**config.mk**
```make
export PLATFORM = sky130hd
export DESIGN_NAME = stopwatch_mmss
export DESIGN_NICKNAME = d
export VERILOG_FILES = /design/src/rtl/stopwatch_pkg.sv /design/src/rtl/stopwatch_mmss_bcd_digit.sv /design/src/rtl/stopwatch_mmss.sv
export SDC_FILE = /design/constraint.sdc
export NUM_CORES = 1
export LEC_CHECK = 0
export ABC_AREA = 1
export ABC_CLOCK_PERIOD_IN_PS = 2450
export CAP_MARGIN = 20
export CORE_UTILIZATION = 50
export CTS_CLUSTER_SIZE = 8
export DETAILED_ROUTE_END_ITERATION = 7
export PLACE_DENSITY = 0.79
export SLEW_MARGIN = 30
export SYNTH_ARGS = -nofsm -noshare
export SYNTH_HDL_FRONTEND = slang
export SYNTH_SLANG_ARGS = --single-unit
```
**constraint.sdc**
```tcl
create_clock -name clk -period 2.45 [get_ports clk]
set_clock_uncertainty 0.2 [all_clocks]
set_input_delay 0.49 -clock clk [delete_from_list [all_inputs] [get_ports clk]]
set_output_delay 0.49 -clock clk [all_outputs]
set_load 0.005 [all_outputs]
```
**src/rtl/stopwatch_pkg.sv**
```systemverilog
// Shared definitions for the mm:ss stopwatch: state encoding, digit width
// and the fixed digit maxima of the seconds and minute-units positions.
package stopwatch_pkg;

  typedef enum logic [1:0] {
    STOP = 2'b00,
    RUN  = 2'b01,
    LAP  = 2'b10
  } state_t;

  localparam int DIGIT_W = 4;

  localparam logic [DIGIT_W-1:0] SEC_LO_MAX = 4'd9;
  localparam logic [DIGIT_W-1:0] SEC_HI_MAX = 4'd5;
  localparam logic [DIGIT_W-1:0] MIN_LO_MAX = 4'd9;

  // The count advances in both RUN and LAP; only STOP freezes it.
  function automatic logic is_active(input state_t s);
    return (s == RUN) || (s == LAP);
  endfunction

endpackage

```
**src/rtl/stopwatch_mmss_bcd_digit.sv**
```systemverilog
// One BCD digit of the stopwatch. It counts 0..max when enabled and raises
// carry in the cycle where an enabled increment wraps it back to 0.
module bcd_digit
  import stopwatch_pkg::*;
(
  input  logic               clk,
  input  logic               rst_n,
  input  logic               en,
  input  logic               clr,
  input  logic [DIGIT_W-1:0] max,
  output logic [DIGIT_W-1:0] q,
  output logic               carry
);

  // Digit register: clear has priority, then wrap-or-increment on enable.
  always_ff @(posedge clk or negedge rst_n) begin
    if (!rst_n) begin
      q <= '0;
    end else if (clr) begin
      q <= '0;
    end else if (en) begin
      q <= (q == max) ? '0 : q + 4'd1;
    end
  end

  assign carry = en & (q == max);

endmodule

```
**src/rtl/stopwatch_mmss.sv**
```systemverilog
// mm:ss stopwatch with start/stop and lap buttons. Four chained BCD digits
// hold the live count; a lap register freezes the display while in LAP.
module stopwatch_mmss
  import stopwatch_pkg::*;
#(
  parameter int MAX_MIN_HI = 5
) (
  input  logic        clk,
  input  logic        rst_n,
  input  logic        ce,
  input  logic        start_stop,
  input  logic        lap,
  input  logic        clr,
  output logic [15:0] disp,
  output logic        running,
  output logic        CO
);

  localparam logic [DIGIT_W-1:0] MIN_HI_MAX = DIGIT_W'(MAX_MIN_HI);

  state_t state;
  state_t next_state;

  logic ss_q;
  logic lap_q;
  logic ss_edge;
  logic lap_edge;
  logic latch_lap;
  logic count_en;
  logic clear;

  logic [DIGIT_W-1:0] sec_lo;
  logic [DIGIT_W-1:0] sec_hi;
  logic [DIGIT_W-1:0] min_lo;
  logic [DIGIT_W-1:0] min_hi;
  logic               sec_lo_carry;
  logic               sec_hi_carry;
  logic               min_lo_carry;
  logic               min_hi_carry;

  logic [15:0] live;
  logic [15:0] lap_reg;

  assign ss_edge  = start_stop & ~ss_q;
  assign lap_edge = lap & ~lap_q;

  // Counting depends on the state before the edge, so a start edge that
  // coincides with ce does not count and a stop edge still does.
  assign count_en = ce & is_active(state);
  assign clear    = clr & (state == STOP);
  assign live     = {min_hi, min_lo, sec_hi, sec_lo};

  // One-cycle delayed samples of the button levels for edge detection.
  always_ff @(posedge clk or negedge rst_n) begin
    if (!rst_n) begin
      ss_q  <= 1'b0;
      lap_q <= 1'b0;
    end else begin
      ss_q  <= start_stop;
      lap_q <= lap;
    end
  end

  // State register.
  always_ff @(posedge clk or negedge rst_n) begin
    if (!rst_n) begin
      state <= STOP;
    end else begin
      state <= next_state;
    end
  end

  // Next-state decode; start_stop wins over a simultaneous lap edge.
  always_comb begin
    next_state = state;
    latch_lap  = 1'b0;
    case (state)
      STOP: begin
        if (ss_edge) next_state = RUN;
      end
      RUN: begin
        if (ss_edge) begin
          next_state = STOP;
        end else if (lap_edge) begin
          next_state = LAP;
          latch_lap  = 1'b1;
        end
      end
      LAP: begin
        if (ss_edge) begin
          next_state = STOP;
        end else if (lap_edge) begin
          next_state = RUN;
        end
      end
      default: next_state = STOP;
    endcase
  end

  // Registered running flag, kept in step with the state register.
  always_ff @(posedge clk or negedge rst_n) begin
    if (!rst_n) begin
      running <= 1'b0;
    end else begin
      running <= is_active(next_state);
    end
  end

  // Lap register captures the live count on entry to LAP, cleared with it.
  always_ff @(posedge clk or negedge rst_n) begin
    if (!rst_n) begin
      lap_reg <= '0;
    end else if (clear) begin
      lap_reg <= '0;
    end else if (latch_lap) begin
      lap_reg <= live;
    end
  end

  // Display source: frozen lap value only while in LAP.
  always_comb begin
    disp = (state == LAP) ? lap_reg : live;
  end

  bcd_digit u_sec_lo (
    .clk   (clk),
    .rst_n (rst_n),
    .en    (count_en),
    .clr   (clear),
    .max   (SEC_LO_MAX),
    .q     (sec_lo),
    .carry (sec_lo_carry)
  );

  bcd_digit u_sec_hi (
    .clk   (clk),
    .rst_n (rst_n),
    .en    (sec_lo_carry),
    .clr   (clear),
    .max   (SEC_HI_MAX),
    .q     (sec_hi),
    .carry (sec_hi_carry)
  );

  bcd_digit u_min_lo (
    .clk   (clk),
    .rst_n (rst_n),
    .en    (sec_hi_carry),
    .clr   (clear),
    .max   (MIN_LO_MAX),
    .q     (min_lo),
    .carry (min_lo_carry)
  );

  bcd_digit u_min_hi (
    .clk   (clk),
    .rst_n (rst_n),
    .en    (min_lo_carry),
    .clr   (clear),
    .max   (MIN_HI_MAX),
    .q     (min_hi),
    .carry (min_hi_carry)
  );

  // The top digit's carry is exactly ce while active at the final count.
  assign CO = min_hi_carry;

endmodule

```
==> flow_metrics.tcl <==
set metrics [dict create \
    grt-ovfl-total 0 \
    required_ps 1760 \
    synthesis.nets 280 \
    switching_share_pct 36.6 \
    grt_pass1_vias 1720 \
    dpl_cell_area_mm2 0.00247 \
    timing.final.crit_period_ps 2310 \
    critPathMaxFanout 10 \
    drive_gt1_share_pct 14.0 \
    routed_wl_um 4540 \
    worstMarginPinSlew_ps 472 \
    timing.final.hold_violations 0 \
    vias 1838 \
    power.leakage_uw 0.00137 \
    ys_types 27 \
    start_util_pct 52.6 \
    antenna_left 0 \
    cts.reportedPaths.clkPinSlew_ps 70 \
    die_x_um 67.1 \
    synth-seq-cells 37 \
    yosys.area.top_type_share_pct 43.7 \
    reg2reg_slack_ps 520 \
    rows 23 \
    clk_latency_ps 300 \
    port_buffers 23 \
    pwr-share-seq_pct 39.3 \
    syn_inst 262 \
    wl_per_cell_um 12.9 \
    critical_path_arrival_ps 1620 \
    power.switching_uw 650 \
    status "complete, no violations" \
    worstSetupPathType "flop to output pin" \
    nets 318 \
    die_h_um 67.1 \
    largest_reg_flops 16 \
    via_per_inst 5.24 \
    powerDensity_mw_per_mm2 695 \
    synthTopCellsByArea "dfrtp_1, nand2_1, o21ai_0, nand3_1, ha_1" \
    drv_slew 0 \
    tns_ps 0 \
    layout-area-overhead-vs-synth_pct 20.8 \
    num_io_pins 24 \
    final_area_mm2 0.00256 \
    p_comb_share_pct 37.6 \
    n_antenna_cell 0 \
    synth_top_area_cell "dfrtp_1" \
    synth_area_mm2 0.00212 \
    ys_seq_area_share_pct 43.7 \
    drt_iter0_drc 159 \
    fmax_ghz 0.433 \
    ctsHoldBuffers 0 \
    dp_hpwl_um 3270 \
    grt_usage_pct 23.1 \
    cts_max_path_buffers 2 \
    die_area_mm2 0.00450 \
    avgSynthCellArea_um2 8.09 \
    drc_errors 0 \
    max_slew_margin_pct 68.6 \
    p_int_uw 1130 \
    grt_pass1_wl_um 7670 \
    post-route-period-util_pct 94.2 \
    grt_max_degree 38 \
    end_kind "output pin" \
    antenna_found_initial 0 \
    rsz0062_at_grt "false" \
    ys.warnings.count 0 \
    setup_violations 0 \
    gp_congestion 0.789 \
    peakVddDrop_mv 0.384 \
    cts_num_sinks 37 \
    cts_tree "built" \
    hp-class "input pin to asynchronous set/reset pin" \
    whs_ps 22.3 \
    clock_power_share_pct 23.2 \
    maxCapViolations 0 \
    cts-root-buf "clkbuf_8" \
    cts_max_level 2 \
    dr.pass1.iters 4 \
    crit_path_start_kind "flop" \
    core_mm2 0.00403 \
    numCtsBuffers 5 \
]
## power groups by stage
stage	clock network (uW)	registers, uW	logic [uW]
6_report	412	698	668
5_1_grt	454	701	748
4_1_cts	423	698	637
3_5_place_dp	0	709	628
3_3_place_gp	0	705	611
2_1_floorplan	0	709	386
## area by class of cell
type                       count  area [um^2]
clock buffer                   8         80.1
fill                         365         1470
inverter                      37          139
multi-input combinational    178         1000
sequential                    37          926
tap                           50         62.6
timing repair buffer          41          348
## synth_stat cells
| cell type | count |
|---|---|
| ha_1 | 12 |
| xnor2_1 | 1 |
| buf_6 | 1 |
| inv_1 | 37 |
| clkbuf_2 | 1 |
| buf_4 | 2 |
| nand4_1 | 5 |
| nor2_1 | 14 |
| xor2_1 | 5 |
| nand3_1 | 32 |
| dfrtp_1 | 37 |
| nand2_4 | 3 |
| o21ai_1 | 3 |
| a21oi_1 | 2 |
| o21ai_0 | 33 |
| nand3_4 | 1 |
| nand2_2 | 3 |
| nor3_1 | 1 |
| nor2_8 | 1 |
| nor2_2 | 2 |
| clkbuf_1 | 2 |
| buf_2 | 4 |
| o21ai_2 | 1 |
| nand2_1 | 53 |
| o31ai_1 | 3 |
| o211ai_1 | 1 |
| o22ai_1 | 2 |
## repair_timing
action	4_1_cts	5_1_grt
pin swaps	0	1
resized for setup	28	4
setup buffers	1	2
setup endpoints to repair	17	1
## path summary, 6_finish.rpt
check                                         from  cells after the start                         to
max                             state[1]$_DFF_PN0_                      5                    disp[5]
min                                          rst_n                      2  u_min_hi.q[3]$_DFFE_PN0P_
max reg2reg                     state[0]$_DFF_PN0_                     11          running$_DFF_PN0_
min reg2reg                lap_reg[10]$_DFFE_PN0P_                      2    lap_reg[10]$_DFFE_PN0P_
max in group asynchronous                    rst_n                      2     lap_reg[2]$_DFFE_PN0P_
min in group clk           lap_reg[10]$_DFFE_PN0P_                      2    lap_reg[10]$_DFFE_PN0P_
## kinds of logic (layout without fill, tap and decap cells)
group                      after synthesis  in the layout  synth area share [%]
AOI/OAI and AO/OA                       45             45                  11.4
xor gates and xnor gates                 6              6                  2.48
adders and majority gates               12             12                  7.09
buffers and inverters                   47             86                  9.33
DFF                                     37             37                  43.7
and+or+nand+nor                        115            115                  26.0
## routing by layer
layer / part of all wire, % / track usage, % / wire (um)
met2: 49 / 37.4 / 2210
met1: 46 / 29.1 / 2080
met5: 0 / 0 / 0
met3: 3.6 / 5.14 / 165
met4: 1.9 / 10.4 / 86
## layout by cell type, fill, tap and decap left out, types with 9 or more instances in the layout
cell / n
dlygate4sd2_1: 16
o21ai_0: 26
dfrtp_1: 37
buf_4: 17
ha_1: 10
nand3_1: 32
o21ai_1: 9
nand2_1: 53
nor2_1: 14
inv_1: 34
## critical path, cell delays in order, from the launching register on
cell and delay (ps):
dfrtp_1 380, buf_4 140, ha_2 190, buf_4 180
o21ai_0 170, dlygate4sd2_1 260
## through the flow
step                      power (uW)  util [%]  cells  setup WS, ps
after floorplan                 1090         -    262           496
after global placement          1320      61.4    340          -227
after detailed placement        1340      61.4    340          -230
after CTS                       1760      63.2    349          11.6
after global routing            1900      63.5    351          40.8
final                           1780      63.5    351           142
No activity file was read; power rests on OpenSTA's default activity.
